## src/rtl/muxn_scan.sv

```systemverilog
// N-channel sampling multiplexer with a manual select mode and an automatic
// round-robin scan mode that holds each channel for a programmable dwell.
module muxn_scan #(
    parameter int SELW   = 2,
    parameter int W      = 8,
    parameter int DWELLW = 4,
    localparam int NCH   = 2 ** SELW
) (
    input  logic               clk,
    input  logic               rst,
    input  logic [NCH*W-1:0]   datain,
    input  logic [SELW-1:0]    s,
    input  logic               mode,
    input  logic               en,
    input  logic [DWELLW-1:0]  dwell,
    output logic [W-1:0]       dataout,
    output logic [SELW-1:0]    chan,
    output logic               valid,
    output logic               wrap
);

    typedef enum logic {
        MANUAL = 1'b0,
        SCAN   = 1'b1
    } state_t;

    state_t             state, state_nxt;
    logic [SELW-1:0]    ptr, ptr_nxt;
    logic [DWELLW-1:0]  cnt, cnt_nxt;
    logic               pend, pend_nxt;
    logic [SELW-1:0]    src_p0;

    function automatic logic [W-1:0] pick(input logic [NCH*W-1:0] d,
                                          input logic [SELW-1:0]  idx);
        logic [W-1:0] r;
        r = '0;
        for (int k = 0; k < NCH; k++) begin
            if (idx == SELW'(k)) r = d[k*W +: W];
        end
        return r;
    endfunction

    always_ff @(posedge clk or posedge rst) begin
        if (rst) state <= MANUAL;
        else     state <= state_nxt;
    end

    // pend remembers a completed pass so wrap lines up with the first
    // channel-0 sample of the next pass, even across enable gaps.
    always_comb begin
        state_nxt = mode ? SCAN : MANUAL;
        src_p0    = (state == SCAN) ? ptr : s;
        ptr_nxt   = ptr;
        cnt_nxt   = cnt;
        pend_nxt  = pend;
        if (state_nxt != state) begin
            ptr_nxt  = '0;
            cnt_nxt  = '0;
            pend_nxt = 1'b0;
        end else if (state == SCAN && en) begin
            pend_nxt = 1'b0;
            if (cnt >= dwell) begin
                cnt_nxt = '0;
                ptr_nxt = ptr + 1'b1;
                if (ptr == {SELW{1'b1}}) pend_nxt = 1'b1;
            end else begin
                cnt_nxt = cnt + 1'b1;
            end
        end
    end

    // output stage: one register between sampled inputs and ports
    always_ff @(posedge clk or posedge rst) begin
        if (rst) begin
            ptr     <= '0;
            cnt     <= '0;
            pend    <= 1'b0;
            dataout <= '0;
            chan    <= '0;
            valid   <= 1'b0;
            wrap    <= 1'b0;
        end else begin
            ptr   <= ptr_nxt;
            cnt   <= cnt_nxt;
            pend  <= pend_nxt;
            valid <= en;
            wrap  <= en && (state == SCAN) && pend;
            if (en) begin
                dataout <= pick(datain, src_p0);
                chan    <= src_p0;
            end
        end
    end

endmodule

```

## config.mk

```make
export PLATFORM = sky130hd
export DESIGN_NAME = muxn_scan
export DESIGN_NICKNAME = d
export VERILOG_FILES = /design/src/rtl/muxn_scan.sv
export SDC_FILE = /design/constraint.sdc
export NUM_CORES = 1
export LEC_CHECK = 0
export CAP_MARGIN = 20
export CORE_MARGIN = 2
export CORE_UTILIZATION = 41
export DETAILED_ROUTE_END_ITERATION = 12
export PLACE_DENSITY_LB_ADDON = 0.3
export SYNTH_ARGS = -nofsm -noshare
export SYNTH_HDL_FRONTEND = slang
export SYNTH_SLANG_ARGS = --single-unit
```

## constraint.sdc

```tcl
create_clock -name clk -period 2.1 [get_ports clk]
set_input_delay 0.42 -clock clk [delete_from_list [all_inputs] [get_ports clk]]
set_output_delay 0.42 -clock clk [all_outputs]
set_load 0.005 [all_outputs]
```

==> key figures <==
Synthesis
  • Mapped cell area: around 1200 um^2
  • Synth top area cells: dfrtp_1 (42%), nand2_1 (6.9%), ha_1 (6.3%)
  • Syn Nets: between 150 and 200
  • Distinct cells, synth: 34
  • Post-synthesis sequential area ratio: 41.9%
  • Synth Area per Inst: between 9 and 10 um^2
  • Ys async rst share: between 90% and 100%
  • EDFF count, synth: 0
  • Synth Flop Type: dfrtp_1
  • Most common cell in the synthesized netlist: nand2_1
  • Share of the synthesized area in the top cell type: a little over two fifths
  • Post-synth top area cell: dfrtp_1
  • Commonest cells post-synth: nand2_1 (22), dfrtp_1 (20), nor2_1 (9), a21oi_1 (8), inv_1 (8)
  • Yosys warnings: 0
  • Seq cells post-synth: 20
  • Mapped Cells: 130

Drt
  • DR vias/cell: 5.48
  • Final ANT Viol Nets: 0
  • Wire per inst: approximately 15 um
  • Starting DRT DRC Count: 22
  • DRC Markers: 0
  • Vias: between 1,000 and 1,500
  • Drt pass-1 iters: 4
  • Final WL: 3.16 mm

Critical path
  • WS Path Type: in -> reg
  • CP max stage cell: clkdlybuf4s50_1
  • Crit path launch: dwell[1]
  • R2R setup slack: ~0.26 ns
  • CP cell instances: clkdlybuf4s50_1 -> inv_1 -> ha_1 -> o21ai_0 -> a211oi_1 -> o21ai_0 -> a31o_2
  • Critical Path AT: 2.12 ns
  • Largest stage delay on the critical path: roughly 0.45 ns
  • Max FO, Critical Path: 4
  • Critical Path Most Common Cell: o21ai_0
  • Crit end category: register
  • WP buf/inv: 2
  • CP required: around 2.3 ns
  • Crit-path leading delay family: compound AO/OA/AOI/OAI gates
  • FF-to-FF Start: cnt[0]$_DFFE_PP0P_
  • Crit Reg-Reg Endpoint: cnt[2]$_DFFE_PP0P_
  • CP Launch Type: input pin
  • R2R cell count: 6

Clock tree
  • # hold bufs at CTS: 0
  • H-tree levels: 1
  • Setup Buffers After CTS: 0
  • Num CTS Buffers: 3
  • Clk Latency, worst-skew pair: around 0.30 ns
  • Post-CTS Resized: 0
  • CTS sink cnt: 20
  • Clk buf depth: 2
  • Worst-path clk slew: ~0.11 ns
  • Root Buffer: clkbuf_4
  • TritonCTS clock tree: built

Die
  • DIE HEIGHT: between 50 and 60 um
  • Std-Cell Rows: 19
  • Initial Util: 43.3%
  • Core box area: around 2800 um^2
  • DIE AREA: between 3000 and 4000 um^2
  • DIE WIDTH: slightly below 60 um
  • IO Count: 54

Cells and area
  • Layout cells sized above 1: about an eighth
  • Core Util, Final: between 60% and 70%
  • N_diodes: 0
  • Post-route cell area: about 1800 um^2
  • Fin nets: about 240
  • Area growth syn-to-layout: 50.4%

Global route
  • Number of global-route vias before repair: 1,199
  • First-pass GRT wire length: 5.24 mm
  • Gr usage total: about 20%
  • Initial antenna violation count: 0
  • GRT Residual Overflow: 0
  • Maximum number of pins on one net before global-route repair: 26

Power
  • Leakage: about 0.8 nW
  • Power per cell area: 486 nW/um^2
  • VDD IR-drop max: between 500 and 600 uV

Timing
  • Tcrit/Tclk final: between 90% and 100%
  • F_max: 518 MHz
  • Tmin final: roughly 1.9 ns
  • Slew margin rel.: ~68%
  • Final setup viols: 0
  • RSZ-0062 raised after global routing: no
  • Clock Skews: between 0.009 and 0.01 ns
  • Final Hold Vio Count: 0
  • Final Max Slew Viols: 0
  • Worst-Margin Slew: roughly 0.47 ns

Placement
  • Final GP Congestion: ~0.74
  • DP Wirelength: ~2.5 mm
  • Placed Area: between 1500 and 2000 um^2
  • PortBufs: 53

Min path
  • Hold crit path type: in -> async

Run
  • Max-cap violations: 0

Outcome
  • Run status: finished, final reports clean
-- cells in the final DEF, fill, tap and decap left out, drive strengths merged, types with 6 or more instances in the layout --
cell type      synthesis  routed
o21ai                  6       6
nor3                   7       7
buf                    2       6
nor2                   9       9
dfrtp                 20      20
ha                     6       6
a21oi                  8       8
inv                    8       8
o22ai                  6       6
clkdlybuf4s50          0      53
a31o                   6       6
nand2                 22      22
-- metal layers --
metal | global-route usage (%) | routed length (um)
met1 | 23.2 | 1320
met2 | 37.5 | 1700
met3 | 5.13 | 144
met4 | 3.99 | 0
met5 | 0 | 0
-- power by group --
part / internal [mW] / switching (mW) / total [mW]
Combinational: 0.169 / 0.0953 / 0.265
Clock: 0.0668 / 0.110 / 0.177
Sequential: 0.414 / 0.0186 / 0.432
Total: 0.650 / 0.224 / 0.873
-- worst reg2reg max path, stage by stage, from the launching register on --
cell	delay [ns]
dfrtp_1	0.43
inv_1	0.06
ha_1	0.28
o21ai_0	0.13
a211oi_1	0.44
o21ai_0	0.14
a31o_2	0.25
-- state kept, by name (all words and copies together) (netlist names) --
register / cells
pend: 1
wrap: 1
chan: 2
ptr: 2
state: 1
cnt: 4
dataout: 8
valid: 1
-- how the worst max path moves through the flow --
stage | endpoint | slack [ns] | depth (start not counted)
after global placement | cnt[2]$_DFFE_PP0P_ | -0.01 | 7
final | cnt[2]$_DFFE_PP0P_ | 0.17 | 7
after floorplan | cnt[2]$_DFFE_PP0P_ | 0.44 | 6
after CTS | cnt[2]$_DFFE_PP0P_ | 0.18 | 7
after detailed placement | cnt[2]$_DFFE_PP0P_ | -0.16 | 7
after global routing | cnt[2]$_DFFE_PP0P_ | 0.04 | 7
-- cell type report --
class                   count  area (um^2)
clock buffers               3         22.5
fillers                   235          962
inverters                   8         30.0
multi-input cells          95          628
flip-flops and latches     20          500
well taps                  31         38.8
repair buffers             59          576
-- metrics by stage --
step | total power [mW] | std cells | TNS, ns | hold slack [ns] | setup WS [ns]
after CTS | 0.881 | 216 | 0 | 0.463 | 0.185
after global routing | 0.923 | 216 | 0 | 0.466 | 0.0378
after floorplan | 0.547 | 130 | 0 | 0.384 | 0.441
final | 0.873 | 216 | 0 | 0.444 | 0.169
after global placement | 0.698 | 213 | -0.00952 | 0.484 | -0.00952
after detailed placement | 0.706 | 213 | -0.361 | 0.494 | -0.156
-- cell families after synthesis --
family | after synthesis | synth area share [%]
flip-flops | 20 | 41.9
adder cells (fa/ha/maj) | 6 | 6.29
AND/OR/NAND/NOR | 46 | 16.9
buffers and inverters | 15 | 5.45
AO/OA/AOI/OAI | 36 | 20.1
multiplexers | 7 | 9.33
No activity file was read; power rests on OpenSTA's default activity.
